==> src/rtl/quad_pkg.sv <==
// Shared definitions for the quadrature emitter and any matching receiver:
// FSM state encoding, phase-to-{a,b} Gray mapping and the phase step function.
package quad_pkg;

  typedef enum logic [1:0] {
    S_IDLE   = 2'd0,
    S_BOUNCE = 2'd1,
    S_HOLD   = 2'd2,
    S_DONE   = 2'd3
  } state_t;

  // {a,b} for phase 0..3; adjacent phases differ in exactly one line
  localparam logic [1:0] GRAY_P0 = 2'b00;
  localparam logic [1:0] GRAY_P1 = 2'b01;
  localparam logic [1:0] GRAY_P2 = 2'b11;
  localparam logic [1:0] GRAY_P3 = 2'b10;

  function automatic logic [1:0] phase_to_ab(input logic [1:0] p);
    case (p)
      2'd0:    phase_to_ab = GRAY_P0;
      2'd1:    phase_to_ab = GRAY_P1;
      2'd2:    phase_to_ab = GRAY_P2;
      default: phase_to_ab = GRAY_P3;
    endcase
  endfunction

  // dir=1 increments, dir=0 decrements, both mod 4
  function automatic logic [1:0] next_phase(input logic [1:0] p, input logic dir);
    next_phase = dir ? (p + 2'd1) : (p - 2'd1);
  endfunction

endpackage

==> src/rtl/quad_phase_gen.sv <==
// Phase register for the quadrature emitter.
//   clk, reset : clock / synchronous active-high reset (phase -> 0)
//   i_step     : advance the phase one step in direction i_dir
//   i_dir      : 1 = increment, 0 = decrement
//   o_ab       : {a,b} Gray code of the current phase
//   o_nxt_ab   : {a,b} Gray code of the phase one step away in direction i_dir
module quad_phase_gen
  import quad_pkg::*;
(
  input  logic       clk,
  input  logic       reset,
  input  logic       i_step,
  input  logic       i_dir,
  output logic [1:0] o_ab,
  output logic [1:0] o_nxt_ab
);

  logic [1:0] r_phase;

  always_ff @(posedge clk) begin
    if (reset)       r_phase <= 2'd0;
    else if (i_step) r_phase <= next_phase(r_phase, i_dir);
  end

  assign o_ab     = phase_to_ab(r_phase);
  assign o_nxt_ab = phase_to_ab(next_phase(r_phase, i_dir));

endmodule

==> src/rtl/quad_emitter.sv <==
// Quadrature A/B transmitter driven by step commands, with optional
// contact-bounce injection ahead of each settled edge.
//   clk, reset            : clock / synchronous active-high reset
//   cmd_valid/cmd_ready   : command handshake (ready in IDLE and DONE)
//   cmd_dir/count/hold/bounce : direction, edge count, settled cycles per edge
//                           (0 -> 1), bounce pairs per edge
//   cmd_abort             : stop after settling the in-flight edge
//   a, b                  : registered quadrature outputs
//   busy, done            : command in progress / one-cycle completion pulse
//   edges_left            : remaining edges including the one in flight
module quad_emitter
  import quad_pkg::*;
#(
  parameter int COUNT_WIDTH  = 8,
  parameter int PERIOD_WIDTH = 16,
  parameter int BOUNCE_WIDTH = 4
) (
  input  logic                    clk,
  input  logic                    reset,
  input  logic                    cmd_valid,
  output logic                    cmd_ready,
  input  logic                    cmd_dir,
  input  logic [COUNT_WIDTH-1:0]  cmd_count,
  input  logic [PERIOD_WIDTH-1:0] cmd_hold,
  input  logic [BOUNCE_WIDTH-1:0] cmd_bounce,
  input  logic                    cmd_abort,
  output logic                    a,
  output logic                    b,
  output logic                    busy,
  output logic                    done,
  output logic [COUNT_WIDTH-1:0]  edges_left
);

  // one down-counter serves both the bounce (2*bounce cycles) and hold phases
  localparam int CW = (PERIOD_WIDTH > BOUNCE_WIDTH + 1) ? PERIOD_WIDTH : BOUNCE_WIDTH + 1;

  state_t                  r_state, w_nxt_state;
  logic [CW-1:0]           r_cnt, w_nxt_cnt;
  logic [COUNT_WIDTH-1:0]  r_edges, w_nxt_edges;
  logic [1:0]              r_ab, w_nxt_ab;
  logic [1:0]              r_mask, w_nxt_mask;   // the line that changes on this edge
  logic                    r_dir;
  logic [PERIOD_WIDTH-1:0] r_hold;
  logic [BOUNCE_WIDTH-1:0] r_bounce;

  logic                    w_accept_st, w_dir, w_step, w_load, w_start;
  logic [1:0]              w_pg_ab, w_pg_nxt_ab;
  logic [BOUNCE_WIDTH-1:0] w_sb;
  logic [PERIOD_WIDTH-1:0] w_sh;

  // counter preload is "cycles - 1" since the load cycle itself is displayed
  function automatic logic [CW-1:0] hold_load(input logic [PERIOD_WIDTH-1:0] h);
    hold_load = (h == '0) ? '0 : CW'(h - PERIOD_WIDTH'(1));
  endfunction

  function automatic logic [CW-1:0] bounce_load(input logic [BOUNCE_WIDTH-1:0] n);
    bounce_load = CW'({n, 1'b0}) - CW'(1);
  endfunction

  assign w_accept_st = (r_state == S_IDLE) || (r_state == S_DONE);
  // the first edge of a command steps in the direction being offered
  assign w_dir       = w_accept_st ? cmd_dir : r_dir;

  quad_phase_gen u_phase (
    .clk      (clk),
    .reset    (reset),
    .i_step   (w_step),
    .i_dir    (w_dir),
    .o_ab     (w_pg_ab),
    .o_nxt_ab (w_pg_nxt_ab)
  );

  always_comb begin
    w_nxt_state = r_state;
    w_nxt_cnt   = r_cnt;
    w_nxt_edges = r_edges;
    w_nxt_ab    = r_ab;
    w_nxt_mask  = r_mask;
    w_step      = 1'b0;
    w_load      = 1'b0;
    w_start     = 1'b0;
    w_sb        = r_bounce;
    w_sh        = r_hold;
    case (r_state)
      S_IDLE, S_DONE: begin
        if (r_state == S_DONE) w_nxt_state = S_IDLE;
        if (cmd_valid) begin
          w_load      = 1'b1;
          w_nxt_edges = cmd_count;
          w_sb        = cmd_bounce;
          w_sh        = cmd_hold;
          if (cmd_count == '0) w_nxt_state = S_DONE;
          else                 w_start     = 1'b1;
        end
      end
      default: begin  // S_BOUNCE, S_HOLD
        if (cmd_abort) begin
          // phase already holds the in-flight edge: show it settled and stop
          w_nxt_state = S_DONE;
          w_nxt_edges = '0;
          w_nxt_ab    = w_pg_ab;
        end else if (r_cnt != '0) begin
          w_nxt_cnt = r_cnt - CW'(1);
          if (r_state == S_BOUNCE) w_nxt_ab = r_ab ^ r_mask;
        end else if (r_state == S_BOUNCE) begin
          w_nxt_state = S_HOLD;
          w_nxt_cnt   = hold_load(r_hold);
          w_nxt_ab    = w_pg_ab;
        end else begin
          w_nxt_edges = (r_edges == '0) ? '0 : r_edges - COUNT_WIDTH'(1);
          if (r_edges <= COUNT_WIDTH'(1)) w_nxt_state = S_DONE;
          else                            w_start     = 1'b1;
        end
      end
    endcase
    // edge start: step phase, show the new code, remember which line moved
    if (w_start) begin
      w_step     = 1'b1;
      w_nxt_ab   = w_pg_nxt_ab;
      w_nxt_mask = w_pg_nxt_ab ^ w_pg_ab;
      if (w_sb != '0) begin
        w_nxt_state = S_BOUNCE;
        w_nxt_cnt   = bounce_load(w_sb);
      end else begin
        w_nxt_state = S_HOLD;
        w_nxt_cnt   = hold_load(w_sh);
      end
    end
  end

  always_ff @(posedge clk) begin
    if (reset) begin
      r_state  <= S_IDLE;
      r_cnt    <= '0;
      r_edges  <= '0;
      r_ab     <= 2'b00;
      r_mask   <= 2'b00;
      r_dir    <= 1'b0;
      r_hold   <= PERIOD_WIDTH'(1);
      r_bounce <= '0;
    end else begin
      r_state <= w_nxt_state;
      r_cnt   <= w_nxt_cnt;
      r_edges <= w_nxt_edges;
      r_ab    <= w_nxt_ab;
      r_mask  <= w_nxt_mask;
      if (w_load) begin
        r_dir    <= cmd_dir;
        r_hold   <= (cmd_hold == '0) ? PERIOD_WIDTH'(1) : cmd_hold;
        r_bounce <= cmd_bounce;
      end
    end
  end

  assign a          = r_ab[1];
  assign b          = r_ab[0];
  assign cmd_ready  = w_accept_st;
  assign busy       = (r_state == S_BOUNCE) || (r_state == S_HOLD);
  assign done       = (r_state == S_DONE);
  assign edges_left = r_edges;

endmodule

==> config.mk <==
export PLATFORM = sky130hd
export DESIGN_NAME = quad_emitter
export DESIGN_NICKNAME = d
export VERILOG_FILES = /design/src/rtl/quad_pkg.sv /design/src/rtl/quad_phase_gen.sv /design/src/rtl/quad_emitter.sv
export SDC_FILE = /design/constraint.sdc
export NUM_CORES = 1
export LEC_CHECK = 0
export CAP_MARGIN = 15
export CORE_MARGIN = 1.5
export CORE_UTILIZATION = 40
export DETAILED_ROUTE_END_ITERATION = 16
export PLACE_DENSITY_LB_ADDON = 0.12
export SLEW_MARGIN = 40
export SYNTH_ARGS = -nofsm -noshare
export SYNTH_HDL_FRONTEND = slang
export SYNTH_HIERARCHICAL = 1
export SYNTH_SLANG_ARGS = --single-unit
==> constraint.sdc <==
create_clock -name clk -period 9.2 [get_ports clk]
set_input_delay 0.92 -clock clk [delete_from_list [all_inputs] [get_ports clk]]
set_output_delay 0.92 -clock clk [all_outputs]
set_load 0.01 [all_outputs]
==> results.yml, run 1 <==
synth:
  ys_types: 69
  synthesis.nets: 586
  ys_seq_area_share_pct: 25.3
  synth_seq_cells: 53
  ys.warnings.count: 6
  netlist_top_cells_area: "dfxtp_1 (25%), xnor2_1 (5.2%), nor2_1 (5.1%), ha_1 (4.8%), mux2i_1 (4.3%)"
  synth_largest_area_cell: "dfxtp_1"
  yosysTopAreaCellShare_pct: 25.3
  synth-main-ff-cell: "dfxtp_1"
  synthArstFlopShare_pct: 0
  synth_area_sq_mm: 0.00420
  synth_edf_count: 0
  synth_area_per_cell_sq_um: 7.82
  syn_inst: 537
floorplan:
  rows: 37
  io_pins: 46
  die_area_sq_mm: 0.0111
  die_h_um: 105
  start_util_pct: 40.9
  die_x_um: 105
  core_area_sq_mm: 0.0103
cts:
  cts_tree: "done"
  insertion_delay_ns: 0.32
  numCtsBuffers: 5
  cts.clk_slew.worst_paths_ns: 0.11
  cts_setup_buffers: 0
  hold_buffers: 0
  cts_root_buf: "clkbuf_8"
  cts.path.max_buffers: 2
  cts.sinks: 53
  cts_max_level: 2
  cts_resized: 0
timing:
  finalHoldViolations: 0
  fmaxAchievable_mhz: 233
  max-slew-margin-rel_pct: 46.0
  worst_pin_slew_ns: 0.810
  fin_skew_ns: 0.0137
  drv_slew: 0
  post-route-period-util_pct: 46.7
  fin_setup_tns_ns: 0
  setup_viol: 0
  period_minus_slack_ns: 4.29
  rsz0062_at_grt: "false"
global_routing:
  grt_antenna_before_repair: 0
  grt_pass1_wl_mm: 20.9
  gr-total-overflow: 0
  grt_util_all_layers_pct: 23.6
  first_global_vias: 3966
  grt_max_degree: 49
final_layout:
  syn2layout_area_growth_pct: 15.2
  postLayoutCellArea_sq_mm: 0.00484
  diodes: 0
  n_fill_cell: 1058
  nets: 615
  drive_above_1_share_pct: 6.53
place:
  gp_congestion: 0.935
  hpwl_mm: 9.71
  placed_cell_area_sq_mm: 0.00474
  io_buffers: 45
route:
  viasPerCell: 6.03
  drcViolationCount: 0
  ant_nets: 0
  vias: 4241
  drt_iter0_markers: 342
  drt-pass1-iter-count: 7
  wl_per_cell_um: 18.4
  wl_mm: 13.0
power:
  ir_drop_mv: 0.181
  p_per_area_mw_per_mm2: 351
  p_leak_nw: 1.76
setup_path:
  setup.worst_path.start_class: "primary input"
  arrival_ns: 4.55
  critPathMaxFanout: 21
  crit_type: "primary input to register"
  required_ns: 9.45
  crit_path_end_kind: "register"
min_path:
  holdCritPathClass: "register to register"
job:
  cap_violations: 0
status:
  status: "complete, no violations"
## report_power, final
part / internal [mW] / switching [mW] / total [mW] / leakage, nW
combinational: 0.471 / 0.669 / 1.14 / 1.27
sequential: 0.306 / 0.112 / 0.418 / 0.437
clock: 0.0546 / 0.0852 / 0.140 / 0.0456
## per-layer routing
layer / global-route usage, % / part of all wire (%)
met5: 0 / 0
met3: 3.40 / 7.9
met2: 36.4 / 44
met4: 6.56 / 1.8
met1: 34.0 / 46
## through the flow
step	cells	util (%)	power (mW)	hold WS, ns	setup WS (ns)
6_report	703	47.1	1.70	0.464	4.91
5_1_grt	703	47.1	1.84	0.504	4.69
4_1_cts	703	47.0	1.69	0.465	5.00
3_5_place_dp	695	46.2	1.54	0.449	4.68
3_3_place_gp	695	46.1	1.54	0.450	4.87
2_1_floorplan	537	-	1.23	0.434	5.63
## layout make-up
| type | instances | area (sq um) | share of cell area, % |
|---|---|---|---|
| Clock buffer | 6 | 72.6 | 1.50 |
| Clock inverter | 2 | 13.8 | 0.285 |
| Inverter | 22 | 82.6 | 1.71 |
| Multi-Input combinational cell | 433 | 2940 | 60.9 |
| Sequential cell | 53 | 1060 | 21.9 |
| Tap cell | 136 | 170 | 3.52 |
| Timing Repair Buffer | 51 | 493 | 10.2 |
## cells by family (layout without fill, tap and decap cells)
family                   Yosys count  in the layout  share of synthesized area, %
AO/OA/AOI/OAI                    151            151                          25.7
buffers and inverters             51             81                          4.94
flip-flops                        53             53                          25.3
XOR/XNOR                          40             40                          8.34
adder cells (fa/ha/maj)           16             16                          4.77
AND/OR/NAND/NOR                  205            205                          25.9
multiplexers                      21             21                          5.09
## cells in the mapped netlist (3+ instances only)
master / n
a211o_1: 9
nand4bb_1: 4
nand2_1: 40
mux2_2: 3
o21ai_0: 25
ha_1: 16
clkbuf_1: 18
a221oi_1: 3
inv_1: 21
xor2_1: 15
a22oi_1: 11
a21oi_1: 29
dfxtp_1: 53
a31oi_1: 6
nor4_1: 14
and2_1: 3
o31ai_1: 4
a41oi_1: 3
buf_2: 7
or4_1: 3
o211ai_1: 7
o22ai_1: 5
and3_1: 5
nor4b_1: 4
o21ai_1: 3
xnor2_1: 25
nor3b_1: 7
nand4_1: 10
nand3_1: 12
buf_1: 3
nand2b_1: 6
nor2_1: 57
a211oi_1: 11
a21boi_0: 3
nor3_1: 23
a22o_1: 3
mux2i_1: 18
or3_1: 4
a311oi_1: 5
## worst paths after layout
| path | from | to | slack (ns) | cells past startpoint |
|---|---|---|---|---|
| hold reg to reg | r_dir | r_dir | 0.46 | 2 |
| hold / removal | r_dir | r_dir | 0.46 | 2 |
| setup / recovery | cmd_valid | r_cnt[14] | 4.91 | 11 |
| setup reg to reg | r_state[0] | r_cnt[14] | 5.59 | 12 |
## flip-flops by register name (all words and copies together), names as in the netlist, 2 cells and up
register and count:
r_cnt 16, r_hold 16, r_mask 2, r_bounce 4, u_phase/r_phase 2, r_ab 2, edges_left 8, r_state 2
## cell usage in the layout (no fill, tap or decap), types with 12 or more instances in the layout
master           instances
ha_1                    16
inv_1                   21
a21oi_1                 29
dfxtp_1                 53
xnor2_1                 25
o21ai_0                 25
clkdlybuf4s50_1         44
nand2_1                 40
mux2i_1                 18
nor2_1                  57
nor3_1                  23
nand3_1                 12
nor4_1                  12
xor2_1                  15
## critical path, cell delays in order
cell	delay, ns
clkdlybuf4s50_1	0.89
and2_1	0.35
buf_4	0.35
mux2i_1	0.36
ha_1	0.30
nor3b_1	0.33
a22oi_1	0.23
nor4b_1	0.37
xnor2_1	0.19
a2bb2oi_1	0.09
nor3_1	0.16
No activity file was read; power rests on OpenSTA's default activity.
==> run 2: changes to the inputs <==
Clock period 9.2 ns to 4.25 ns, I/O delays scaled along.
==> run 2 against run 1 <==
Die area did not move; hold slack improved by 0.00068 ns; critical path depth fell by 1; clock power rose by 120%; largest cell class unchanged; global-route usage rose by 0.10 points.
==> results.yml, run 2 (synthesized netlist as in run 1, its figures left out) <==
place:
  hpwl_mm: 9.68
  io_buffers: 45
  placed_cells: 702
  gp_congestion: 0.932
  placed_cell_area_sq_mm: 0.00479
  pre_cts_ws_ns: 0.836
floorplan:
  die_x_um: 105
  start_util_pct: 40.9
  core_area_sq_mm: 0.0103
  rows: 37
  die_h_um: 105
  die_area_sq_mm: 0.0111
  io_pins: 46
timing:
  fin_skew_ns: 0.00452
  fmaxAchievable_mhz: 307
  fin_setup_tns_ns: 0
  setup_viol: 0
  finalHoldViolations: 0
  rsz0062_at_grt: "false"
  drv_slew: 0
  worst_pin_slew_ns: 0.746
  post-route-period-util_pct: 76.6
  setup_slack_ns: 0.993
  max-slew-margin-rel_pct: 49.8
  hold-worst-slack_ns: 0.465
  period_minus_slack_ns: 3.26
power:
  power.total_mw: 3.70
  combPwrFrac_pct: 67.3
  p_leak_nw: 1.79
  p_seq_share_pct: 24.4
  power.switching_mw: 1.88
  sw_frac_of_total_pct: 50.8
  p_clk_share_pct: 8.3
  p_per_area_mw_per_mm2: 758
  p_int_mw: 1.82
  ir_drop_mv: 0.306
status:
  status: "complete, no violations"
cts:
  cts.clk_slew.worst_paths_ns: 0.11
  cts_tree: "done"
  cts_max_level: 2
  cts_resized: 0
  cts_setup_buffers: 0
  hold_buffers: 0
  cts.sinks: 53
  insertion_delay_ns: 0.33
  numCtsBuffers: 5
  cts_root_buf: "clkbuf_8"
  cts.path.max_buffers: 2
route:
  drt_iter0_markers: 380
  drcViolationCount: 0
  viasPerCell: 6.02
  wl_per_cell_um: 18.3
  wl_mm: 13.0
  ant_nets: 0
  drt-pass1-iter-count: 4
  vias: 4277
final_layout:
  mostFrequentLayoutCells: "nor2_1 (57), dfxtp_1 (53), clkdlybuf4s50_1 (44)"
  layout_commonest_cell: "nor2_1"
  syn2layout_area_growth_pct: 16.4
  drive_above_1_share_pct: 7.84
  postLayoutCellArea_sq_mm: 0.00489
  finalNonFillerCells: 710
  diodes: 0
  fin_util_pct: 47.6
  nets: 622
setup_path:
  regToRegSetupSlack_ns: 0.99
  crit_path_cell_trace: "inv_1 > ha_1 > buf_4 > or2_4 > a311oi_4 > a21oi_2 > buf_4 > a211oi_4 > a22oi_1 > a221oi_1"
  crit_path_start: "r_state[0]"
  critPathMaxFanout: 28
  arrival_ns: 3.50
  crit_type: "register to register"
  reg2reg_to: "r_cnt[1]"
  cp_num_buf_inv: 3
  slowest_stage: "a311oi_4"
  crit_cells: 10
  cp_slowest_stage_delay_ns: 0.43
  crit_path_end_kind: "register"
  required_ns: 4.49
  critical_path.top_delay_family: "compound AO/OA/AOI/OAI gates"
  cp-endpoint: "r_cnt[1]"
  r2r_start: "r_state[0]"
  setup.worst_path.start_class: "register"
  r2r_cells: 10
  path_common_cell: "buf_4"
global_routing:
  grt_pass1_wl_mm: 20.9
  grt_max_degree: 49
  gr-total-overflow: 0
  grt_antenna_before_repair: 0
  grt_util_all_layers_pct: 23.7
  first_global_vias: 4055
job:
  cap_violations: 0
min_path:
  holdCritPathClass: "register to register"
-- run 2: area by class of cell --
cell class              count  area, sq um
repair buffers             58          543
flip-flops and latches     53         1060
inverters                  22         82.6
clock buffers               5         68.8
fillers                  1049         5390
well taps                 136          170
multi-input cells         433         2940
clock inverters             3         17.5
-- run 2: how the worst min path moves through the flow --
stage | from | endpoint | slack [ns] | depth (start not counted)
final | r_dir | r_dir | 0.46 | 2
after floorplan | r_dir | r_dir | 0.43 | 2
after global routing | r_dir | r_dir | 0.51 | 2
after detailed placement | r_dir | r_dir | 0.46 | 2
after global placement | r_dir | r_dir | 0.46 | 2
after CTS | r_dir | r_dir | 0.47 | 2
-- run 2: power groups by stage --
stage	logic (mW)	registers [mW]	clock network, mW
2_1_floorplan	1.83	0.836	0
6_report	2.49	0.903	0.307
4_1_cts	2.46	0.893	0.312
5_1_grt	2.75	0.930	0.330
3_5_place_dp	2.45	0.905	0
3_3_place_gp	2.46	0.900	0
-- run 2: worst min-delay path: stages, from the launching register on --
cell and delay, ns:
dfxtp_1 0.32, nand2_1 0.05, a21oi_1 0.05
-- run 2: metal layers --
metal	up-vias	track usage [%]	part of all wire [%]
li1	2087	-	-
met1	1982	32.2	47
met2	187	37.2	45
met3	21	3.77	6.4
met4	0	9.69	2.1
met5	-	0	0
==> run 3: changes to the inputs <==
Clock period 4.25 ns to 2.65 ns, I/O delays scaled along.
==> run 3 against run 2 <==
Hold slack worse by 0.046 ns; count of clock-buffer cells in the layout stayed put; clock power is 63% higher; first-iteration DRC count is 29% lower; register-to-register slack worse by 0.89 ns; utilization is 5.2 points higher; critical path depth is 1 higher; non-clock buffer count is 53 higher; largest cell class unchanged.
==> results.yml, run 3 (synthesized netlist as in run 1, its figures left out) <==
cts:
  numCtsBuffers: 5
  hold_buffers: 0
  cts_tree: "done"
  cts.clk_slew.worst_paths_ns: 0.11
  cts.path.max_buffers: 2
  cts_max_level: 2
  cts.sinks: 53
  insertion_delay_ns: 0.32
  cts_root_buf: "clkbuf_8"
timing:
  setup_viol: 0
  period_minus_slack_ns: 2.55
  rsz0062_at_grt: "true"
  setup_slack_ns: 0.0989
  worst_pin_slew_ns: 0.655
  drv_slew: 0
  max-slew-margin-rel_pct: 55.9
  fmaxAchievable_mhz: 392
  post-route-period-util_pct: 96.3
  fin_skew_ns: 0.00972
  finalHoldViolations: 0
route:
  wl_mm: 13.7
  wl_per_cell_um: 17.9
  m1WireLength_mm: 6.34
  dr_wl_met2_mm: 6.18
  highest_layer: "met4"
  drt_iter0_markers: 269
  drt-pass1-iter-count: 5
  viasPerCell: 5.95
  ant_nets: 0
  drcViolationCount: 0
  dr_wl_met3_um: 749
  vias: 4541
floorplan:
  io_pins: 46
  rows: 37
  die_h_um: 105
  die_x_um: 105
  start_util_pct: 40.9
  die_area_sq_mm: 0.0111
  core_area_sq_mm: 0.0103
setup_path:
  setup.worst_path.start_class: "register"
  path_common_cell: "buf_4"
  cp_slowest_stage_delay_ns: 0.37
  slowest_stage: "dfxtp_2"
  reg2reg_to: "r_cnt[6]"
  r2r_start: "r_state[0]"
  crit_type: "register to register"
  critPathMaxFanout: 7
  crit_path_end_kind: "register"
  regToRegSetupSlack_ns: 0.1
  arrival_ns: 2.79
  r2r_cells: 11
  required_ns: 2.89
  crit_path_cell_trace: "inv_2 > ha_4 > buf_4 > or2_4 > a311oi_4 > a21oi_4 > buf_4 > a211oi_4 > buf_6 > o21ai_1 > a311oi_1"
final_layout:
  finalNonFillerCells: 763
  nets: 675
  n_fill_cell: 1016
  layout_commonest_cell: "buf_4"
  mostFrequentLayoutCells: "buf_4 (64), nor2_1 (57), dfxtp_1 (49)"
  syn2layout_area_growth_pct: 29.1
  drive_above_1_share_pct: 19.0
  diodes: 0
place:
  io_buffers: 45
  hpwl_mm: 10.4
  pre_cts_ws_ns: -0.0244
  gp_congestion: 0.882
  placed_cells: 748
power:
  p_leak_nw: 2.08
  p_per_area_mw_per_mm2: 1230
  ir_drop_mv: 0.434
min_path:
  min_from: "reset"
  whs_endpoint: "r_hold[0]"
  holdPathStages: 3
  holdCritPathClass: "primary input to register"
job:
  cap_violations: 0
global_routing:
  grt_util_all_layers_pct: 24.5
  first_global_vias: 4242
  gr-total-overflow: 0
  grt_antenna_before_repair: 0
  grt_pass1_wl_mm: 21.8
  grt_max_degree: 48
status:
  status: "complete, no violations"
[run 3: cell types whose count changed in the layout (fill, tap and decap cells not counted), sizes merged]
cell      delta
buf         +53
clkinv       +1
clkinvlp     -1
[run 3: cell type report]
class	instances	area (sq um)	share of cell area [%]
multi-input combinational	433	3050	56.3
clock inverter	3	22.5	0.415
tap	136	170	3.14
inverter	22	82.6	1.52
timing repair buffer	111	957	17.7
clock buffer	5	68.8	1.27
sequential	53	1070	19.7
[run 3: power breakdown]
group | switching (mW) | internal [mW]
combinational | 2.54 | 2.20
sequential | 0.357 | 1.07
clock | 0.312 | 0.189
total | 3.21 | 3.45
[run 3: metrics by stage]
stage,power (mW),utilization (%),hold WS (ns),TNS (ns),instance area [sq um]
2_1_floorplan,4.45,-,0.330,-0.566,4330
3_3_place_gp,5.91,51.0,0.444,0,5240
3_5_place_dp,5.96,51.0,0.450,-0.0455,5240
4_1_cts,6.51,52.0,0.392,0,5350
5_1_grt,7.19,52.8,0.423,-0.00648,5420
6_report,6.66,52.8,0.419,0,5420
[run 3: how the worst max path moves through the flow]
stage          startpoint        end  cells past startpoint
6_report       r_state[0]   r_cnt[6]                     11
5_1_grt        r_state[0]  r_cnt[12]                     11
4_1_cts        r_state[0]   r_cnt[8]                     12
3_5_place_dp    cmd_valid   r_cnt[8]                     10
3_3_place_gp    cmd_valid  r_cnt[10]                     10
2_1_floorplan  r_state[0]   r_cnt[8]                     15
[run 3: what timing repair did]
action,CTS,global route
setup endpoints to repair,3,10
gates resized for setup,0,9
endpoints found under the hold margin,0,0
buffers inserted,2,5
pin swaps,1,6
[run 3: metal layers]
metal,vias to the layer above,GRT usage [%]
met3,27,3.46
li1,2193,-
met1,2145,34.6
met4,0,10.5
met5,-,0
met2,176,37.0
[run 3: critical path: cells and delay by family (launching register included)]
family,cells,cell delay [ns]
buffers and inverters,4,0.56
DFF,1,0.37
adders and majority gates,1,0.26
AOI/OAI and AO/OA,5,1.00
and+or+nand+nor,1,0.27
